===== config.mk =====
export PLATFORM = sky130hd
export DESIGN_NAME = mem_arbiter
export DESIGN_NICKNAME = d
export VERILOG_FILES = /design/src/rtl/mem_arbiter.sv
export SDC_FILE = /design/constraint.sdc
export NUM_CORES = 1
export LEC_CHECK = 0
export BUFFER_PORTS_ARGS = -buffer_cell sky130_fd_sc_hd__buf_2
export CORE_ASPECT_RATIO = 0.9
export CORE_MARGIN = 5
export CORE_UTILIZATION = 49
export CTS_BUF_LIST = sky130_fd_sc_hd__clkbuf_2
export CTS_CLUSTER_DIAMETER = 200
export DETAILED_ROUTE_END_ITERATION = 16
export GPL_ROUTABILITY_DRIVEN = 0
export PLACE_DENSITY = 0.84
export SYNTH_ARGS = -nofsm -noshare
export SYNTH_HDL_FRONTEND = slang
export SYNTH_SLANG_ARGS = --single-unit

===== constraint.sdc =====
create_clock -name clk -period 2.7 [get_ports clk]
set_input_delay 0.27 -clock clk [delete_from_list [all_inputs] [get_ports clk]]
set_output_delay 0.27 -clock clk [all_outputs]
set_load 0.05 [all_outputs]

===== src/rtl/mem_arbiter.sv =====
// mem_arbiter: CPU/loader arbiter and access sequencer for the unified memory.
// Define MEM_ARB_FIXED_PRIO_EN to give the CPU fixed priority over the loader.
module mem_arbiter #(
  parameter int AW  = 32,
  parameter int DW  = 32,
  parameter int LAT = 1
) (
  input  logic          clk,
  input  logic          reset,
  input  logic          cpu_req,
  input  logic          cpu_we,
  input  logic [AW-1:0] cpu_addr,
  input  logic [DW-1:0] cpu_wdata,
  output logic [DW-1:0] cpu_rdata,
  output logic          cpu_ready,
  input  logic          ld_req,
  input  logic          ld_we,
  input  logic [AW-1:0] ld_addr,
  input  logic [DW-1:0] ld_wdata,
  output logic [DW-1:0] ld_rdata,
  output logic          ld_ready,
  output logic          mem_en,
  output logic          mem_we,
  output logic [AW-1:0] mem_addr,
  output logic [DW-1:0] mem_wdata,
  input  logic [DW-1:0] mem_rdata,
  output logic          busy,
  output logic          grant_ld
);

  typedef enum logic [1:0] {
    IDLE,
    ACCESS,
    WAIT,
    DONE
  } state_t;

  localparam int CW = (LAT > 1) ? $clog2(LAT) : 1;
  localparam logic [CW-1:0] CNT_INIT = CW'(LAT - 1);

  state_t        state;
  state_t        state_n;
  logic [CW-1:0] cnt;
  logic [CW-1:0] cnt_n;
  logic          we_q;
  logic          req_any;
  logic          pick_ld;
  logic          cap;

  assign req_any = cpu_req | ld_req;

`ifdef MEM_ARB_FIXED_PRIO_EN
  assign pick_ld = ld_req & ~cpu_req;
`else
  // on a tie the loader wins only if the CPU was served last
  assign pick_ld = ld_req & (~cpu_req | ~grant_ld);
`endif

  always_ff @(posedge clk) begin
    if (!reset) begin
      state <= IDLE;
      cnt   <= '0;
    end else begin
      state <= state_n;
      cnt   <= cnt_n;
    end
  end

  always_comb begin
    state_n = state;
    cnt_n   = cnt;
    cap     = 1'b0;
    unique case (state)
      IDLE: begin
        if (req_any) state_n = ACCESS;
      end
      ACCESS: begin
        if (we_q) begin
          state_n = DONE;
        end else begin
          cnt_n   = CNT_INIT;
          state_n = WAIT;
        end
      end
      WAIT: begin
        if (cnt != '0) begin
          cnt_n = cnt - CW'(1);
        end else begin
          cap     = 1'b1;
          state_n = DONE;
        end
      end
      DONE: begin
        state_n = IDLE;
      end
      default: begin
        state_n = IDLE;
      end
    endcase
  end

  always_ff @(posedge clk) begin
    if (!reset) begin
      we_q      <= 1'b0;
      mem_addr  <= '0;
      mem_wdata <= '0;
      grant_ld  <= 1'b1;
      cpu_rdata <= '0;
      ld_rdata  <= '0;
    end else begin
      if (state == IDLE && req_any) begin
        grant_ld  <= pick_ld;
        we_q      <= pick_ld ? ld_we : cpu_we;
        mem_addr  <= pick_ld ? ld_addr : cpu_addr;
        mem_wdata <= pick_ld ? ld_wdata : cpu_wdata;
      end
      if (cap) begin
        if (grant_ld) ld_rdata <= mem_rdata;
        else cpu_rdata <= mem_rdata;
      end
    end
  end

  assign mem_en    = (state == ACCESS);
  assign mem_we    = (state == ACCESS) & we_q;
  assign busy      = (state != IDLE);
  assign cpu_ready = (state == DONE) & ~grant_ld;
  assign ld_ready  = (state == DONE) & grant_ld;

endmodule


# Word-level counts from Yosys, hierarchy flattened
# Cells that the tools add are included.
# word_totals
regBits	133
inputBits	166
elab_cells	43
# op_classes
addsub	1
n_eq_ne	6
mux	12
bitwise	8
reduce_logical	8
# op_table
operator	n
32-bit 2-to-1 mux	2
2-bit one-hot mux with 4 select lines	1
2-bit AND reduction	4
1-bit 2-to-1 mux	6
2-bit inequality test (second input constant)	3
1-bit bitwise AND	4
2-bit equality test (second input constant)	2
2-bit 2-to-1 mux	2
2-bit nonzero test	2
2-bit by 1-bit equality test with 1-bit output (second input constant)	1
2-bit logical NOT	1
1-bit inverter	2
1-bit bitwise OR	2
1-bit one-hot mux with 2 select lines	1
1-bit logical AND	1
1-bit subtractor (second input constant)	1

# Depth between registers and ports, before layout
# Gate-level depths: netlist (run 1).
# logic_depth
ltp_word	4
ltp_mapped	7
depth_no_buf	5

# Least setup slack after synthesis (run 1)
# Ideal clock, no wire load.
# synth_path
kind	register to register
startpoint	reg state[1]
endpoint	reg state[0]
setup_time_ns	0.120
arrival_time_ns	1.683
setup_slack_ns	0.898
path_stages_with_launch	6
n_path_buf	0
period_less_slack_ns	1.802
cell_sequence	dfxtp_1 inv_1 ha_1 and2_1 o21a_1 o31a_1
# synth_via
elab_cells_between_ends	8
cone_classes	5 x eq/ne; 1 x mux; 2 x reduce/logical
# synth_rtl
item	line	text
start: declaration	41	state_t state;
start signal: assignment	64	state <= state_n;
2-bit by 1-bit equality test with 1-bit output	n/a	
via mem_en	22	output logic mem_en,
2-bit one-hot mux with 4 select lines	73	unique case (state)
# The timed path passes the listed nets, and every way through them passes these cells.
# A chain may end at the register's enable or synchronous reset.

# Worst setup path after layout (run 1)
# layout_path
startpoint	reg state[0]
endpoint	reg state[1]
# layout_via
elab_chain_len	3
elab_cells_between_ends	8
cone_classes	5 x eq/ne; 1 x mux; 2 x reduce/logical
# layout_rtl
item	line
2-bit equality test or 2-bit logical NOT (tied branches)	73
2-bit inequality test (no source line)	n/a
2-bit AND reduction (no source line)	n/a
# Several ways; a longest one is shown, not always the timed one.

==> run metrics, run 1 <==
core box area=about 11000 um2; PwrDens=around 880 nW/um2; Seq cells post-synth=approximately 130; syn avg cell area=~8.0 um2; Via Count=~7k; first-pass GRT wire length=roughly 35 mm; RSZ-0062 raised after global routing=false; reg2reg start=state[0]; Worst Setup EP=state[1]; DRC Markers=0; WL final=23.1 mm; worst hold path type=in -> reg; Starting Density=0.496; Die W=around 120 um; CP Capture Type=register; most area-hungry cell type in the Yosys netlist=dfxtp_1; reg-to-reg slack, setup=roughly 0.10 ns; Top Ports=300; largest net degree at the start of global routing=between 80 and 90; Rows=36; sequential area share after synthesis=0.495; Required @ worst endpoint=3.32 ns; Fin. Hold Viols=0; clock latency on the worst-skew pair=roughly 0.70 ns; Mapped Area=about 5300 um2; Total GRT Usage=0.338; Peak VDD IR=627 uV; pre-CTS setup slack=roughly 0.63 ns; status=completed; initial antenna violation count=1; CTS tree=yes; Worst Path Arrival=approximately 3.2 ns; Syn. warnings=0; Area contributors post-synth=dfxtp_1, nand2_1, a21boi_1; Worst-path clk slew=0.21 ns; DR WL/cell=around 19 um; DP HPWL=about 12 mm; Max Cap Viol=0; CTS Root Cell=clkbuf_2; leakage power=4.22 nW; clk sinks=132; Routed Antenna Nets=0; setup ws final=0.102 ns; Max Fclk=385 MHz; Nets=between 1k and 1.5k; total grt overflow=0; vias per cell=5.60; Syn Nets=837; Worst Max-Slew Pin Slew=0.751 ns; layout cell share with drive strength beyond 1=0.309; DR iter-0 viols=between 700 and 800; CTS Buf Count=17; Synth cell types=26; H-tree levels=4; port buffer count=around 300; dpl cells=around 1.1k; Max FO, Critical Path=7; post-route insts no fill=about 1.3k; CP startpoint=state[0]; vias in the first global route=~6.8k; Slew Limit Headroom=0.499; Post-Syn Instances=between 600 and 700; Yosys top cell area share=0.495; Final setup viols=0; Area Growth Syn to Fin=64.3%; Period minus WS final=roughly 2.6 ns; antenna fix cells=0; hold slack=0.193 ns; fin util=0.815; Max Slew Vio Count=0; fin crit share=0.962; die area=about 13000 um2; R2R Path End=state[1]; Fin Setup TNS=0 ns; R2R depth=7; Startpoint Class=register; clock buffer depth=2; Setup Skew=between 0.03 and 0.04 ns; Pre-Repair DR Iteration Count=6; critical path class=reg -> reg; die height=~110 um
## layout make-up
cell class / count / area, um2
Sequential cell: 132 / 2640
Tap cell: 133 / 166
Clock buffer: 18 / 90.1
Multi-Input combinational cell: 476 / 2400
Timing Repair Buffer: 474 / 3270
Clock inverter: 14 / 200
Inverter: 3 / 11.3
Fill cell: 581 / 1990
## sequential cells by signal (all words and copies together), names as in the netlist
register	count
grant_ld	1
mem_wdata	32
state	2
ld_rdata	32
we_q	1
mem_addr	32
cpu_rdata	32
## cells in the mapped netlist (all sizes together)
library cell and number:
nor2b 2, clkbuf 17, a21boi 66, inv 3, dfxtp 132, o21a 2, o31ai 1, a21bo 1
o21ai 66, buf 40, nand2b 1, a21oi 1, o31a 1, nand2 259, a31oi 65, nor3 1
and2 3, or4 1, ha 4, and3 1
## worst min path at each step
| stage | slack, ns | start | depth (start not counted) | end |
|---|---|---|---|---|
| 4_1_cts | 0.09 | reset | 2 | cpu_rdata[17] |
| 3_3_place_gp | 0.44 | ld_rdata[3] | 2 | ld_rdata[3] |
| 2_1_floorplan | 0.40 | mem_rdata[10] | 2 | cpu_rdata[10] |
| 6_report | 0.19 | reset | 2 | ld_rdata[18] |
| 5_1_grt | 0.12 | reset | 2 | ld_rdata[18] |
| 3_5_place_dp | 0.44 | ld_rdata[31] | 2 | ld_rdata[31] |
## metrics by stage
| stage | power [mW] | instance area [um2] |
|---|---|---|
| 2_1_floorplan | 4.88 | 5340 |
| 3_3_place_gp | 5.59 | 6800 |
| 3_5_place_dp | 5.63 | 6800 |
| 4_1_cts | 7.53 | 8750 |
| 5_1_grt | 8.08 | 8780 |
| 6_report | 7.77 | 8780 |
## kinds of logic (layout without fill, tap and decap cells)
logic type / after synthesis / count (layout) / synth area share
DFF: 132 / 132 / 0.495
and+or+nand+nor: 268 / 268 / 0.193
AOI/OAI and AO/OA: 203 / 204 / 0.240
adders and majority gates: 4 / 4 / 0.00937
buffers and inverters: 60 / 509 / 0.0630
## layout by cell type (no fill, tap or decap), drive strengths merged
cell type    count
dfxtp          132
nor3             1
clkbuf          18
clkinv           4
o31a             1
inv              7
buf            308
dlygate4sd3    166
a21boi          66
or4              1
nor2b            2
ha               4
clkinvlp         2
a31oi           65
and3             1
a21oi            1
nand2b           1
nand2          259
a21bo            1
o31ai            1
bufinv           4
o21a             3
o21ai           66
and2             3
## where the power goes
group          total (mW)  internal, mW  switching [mW]
combinational        3.76          1.19            2.57
clock                1.42         0.625           0.790
sequential           2.60          2.34           0.252
## repair_timing
action,4_1_cts,5_1_grt
buffers inserted,0,0
resized for setup,0,2
endpoints found under the setup margin,0,32
hold buffers,166,0
endpoints found under the hold margin,131,0
## metal layers
metal / up-vias / global-route usage / wire length, um
li1: 3123 / - / -
met1: 3153 / 0.370 / 7990
met5: - / 0 / 9
met3: 153 / 0.0944 / 2500
met4: 2 / 0.226 / 1650
met2: 564 / 0.577 / 11000
## critical path, cell delays in order (launching register included)
cell	delay (ns)
dfxtp_1	0.40
inv_1	0.14
ha_4	0.20
inv_1	0.07
or4_1	0.47
dlygate4sd3_1	0.58
a21boi_1	0.11
dlygate4sd3_1	0.56
Note: power is estimated with default switching activity, not from simulation.
==> run 2, diff against run 1 <==
--- a/config.mk
+++ b/config.mk
@@ -6,14 +6,16 @@
 export NUM_CORES = 1
 export LEC_CHECK = 0
 export BUFFER_PORTS_ARGS = -buffer_cell sky130_fd_sc_hd__buf_2
+export CELL_PAD_IN_SITES_DETAIL_PLACEMENT = 1
+export CELL_PAD_IN_SITES_GLOBAL_PLACEMENT = 1
 export CORE_ASPECT_RATIO = 0.9
 export CORE_MARGIN = 5
-export CORE_UTILIZATION = 49
+export CORE_UTILIZATION = 34
 export CTS_BUF_LIST = sky130_fd_sc_hd__clkbuf_2
 export CTS_CLUSTER_DIAMETER = 200
 export DETAILED_ROUTE_END_ITERATION = 16
 export GPL_ROUTABILITY_DRIVEN = 0
-export PLACE_DENSITY = 0.84
+export PLACE_DENSITY = 0.85
 export SYNTH_ARGS = -nofsm -noshare
 export SYNTH_HDL_FRONTEND = slang
 export SYNTH_SLANG_ARGS = --single-unit
==> run 2 against run 1 <==
Via count down 0.76%. Die area increased by 40%. Power grew 0.27%. Maximum frequency is 4.0% higher. Clock skew grew 0.0082 ns. Sequential cell count unchanged. Clock power is 7% lower. First-iteration DRC count shrank 49%. Critical endpoint is now mem_addr[25].
==> run metrics, run 2 (synthesis results as in run 1) <==
Pre-Repair DR Iteration Count=5; PwrDens=approximately 880 nW/um2; clock group share of total power=0.170; commonest non-fill, non-tap cell in the layout=buf_2; Max FO, Critical Path=59; CP Capture Type=register; Worst-path clk slew=around 0.27 ns; CTS Root Cell=clkbuf_2; Routed Antenna Nets=0; Area Growth Syn to Fin=65.5%; H-tree levels=4; RSZ-0062 raised after global routing=false; WL final=about 28 mm; Peak VDD IR=403 uV; Rows=43; critical path class=reg -> reg; Post CTS Setup Buffer Count=0; Period minus WS final=approximately 2.5 ns; Sw Ratio=0.482; DR WL/cell=approximately 21 um; vias per cell=approximately 5.2; CTS tree=yes; die area=18300 um2; largest net degree at the start of global routing=67; Starting Density=0.346; switching pwr=3.76 mW; Total GRT Usage=0.290; initial antenna violation count=3; die height=between 100 and 150 um; total grt overflow=0; Required @ worst endpoint=about 3.4 ns; Setup Skew=between 0.04 and 0.05 ns; layout cell share with drive strength beyond 1=0.309; fin util=0.573; CTS Buf Count=17; power share of the combinational group=0.493; Via Count=6942; clk sinks=around 130; Max Cap Viol=0; DRC Markers=0; Max Fclk=400 MHz; port buffer count=299; vias in the first global route=between 7k and 8k; DP HPWL=~14 mm; Slew Limit Headroom=0.500; Top Ports=300; core box area=15400 um2; Worst Max-Slew Pin Slew=about 0.75 ns; Worst Path Arrival=~3.2 ns; commonest non-fill, non-tap cells in the layout=buf_2, nand2_1, dlygate4sd3_1, dfxtp_1; Pint=about 4.0 mW; Die W=about 140 um; clock buffer depth=2; status=completed; Final setup viols=0; DR iter-0 viols=between 300 and 400; Fin Setup TNS=0 ns; Fin. Hold Viols=0; leakage power=4.20 nW; Seq pwr share=0.337; Startpoint Class=register; clock latency on the worst-skew pair=0.75 ns; first-pass GRT wire length=approximately 41 mm; Nets=about 1.3k; fin crit share=0.925; Max Slew Vio Count=0; worst hold path type=in -> reg
run 2: cell types whose count changed in the layout (fill, tap and decap cells not counted):
cell,delta
diode_2,+5
inv_6,-3
clkinv_2,+2
clkinvlp_4,+2
buf_4,+1
bufinv_16,-1
clkinv_4,-1
ha_2,+1
ha_4,-1
o21a_2,+1
run 2: cell type report:
type	count	area, um2
Antenna cell	5	12.5
Clock buffer	18	90.1
Clock inverter	13	160
Fill cell	1907	6600
Inverter	3	11.3
Multi-Input combinational cell	477	2400
Sequential cell	132	2640
Tap cell	202	253
Timing Repair Buffer	475	3270
run 2: power by group through the flow:
stage / Clock [mW] / Combinational [mW] / Sequential, mW
floorplan: 0 / 1.01 / 3.88
global placement: 0 / 3.06 / 2.58
detailed placement: 0 / 3.11 / 2.59
CTS: 1.31 / 3.61 / 2.55
global route: 1.44 / 4.01 / 2.65
finish: 1.32 / 3.84 / 2.62
run 2: timing repair:
action / CTS / global route
gates resized for setup: 0 / 1
endpoints found under the hold margin: 131 / 0
hold buffers: 166 / 0
endpoints found under the setup margin: 0 / 36
run 2: through the flow:
stage | total power [mW] | instance area, um2 | hold slack [ns] | setup WS, ns | cells
after CTS | 7.47 | 8810 | 0.262 | 0.178 | 1318
after global routing | 8.11 | 8840 | 0.249 | 0.0858 | 1323
after global placement | 5.63 | 6900 | 0.437 | 0.879 | 1121
after detailed placement | 5.70 | 6900 | 0.444 | 0.713 | 1121
final | 7.79 | 8840 | 0.306 | 0.202 | 1325
after floorplan | 4.88 | 5340 | 0.405 | 0.898 | 667
run 2: worst paths after layout:
check	start	cells past startpoint	slack, ns	to
worst min-delay path	cpu_wdata[22]	4	0.31	mem_wdata[22]
worst max register to register	state[1]	7	0.20	mem_addr[25]
worst max-delay path	state[1]	7	0.20	mem_addr[25]
worst min register to register	ld_rdata[21]	2	0.46	ld_rdata[21]
run 2: metal layers:
layer  track usage  share of wire  vias up
li1              -              -     3124
met1         0.310           0.36     3255
met2         0.509           0.49      450
met3        0.0844          0.090      113
met4         0.166          0.057        0
met5             0              0        -
run 2: critical path, stage by stage, from the launching register on:
cell,delay [ns]
dfxtp_1,0.37
inv_1,0.13
ha_2,0.31
o21a_4,0.29
buf_12,0.27
o21ai_0,0.15
a31oi_1,0.30
dlygate4sd3_1,0.63
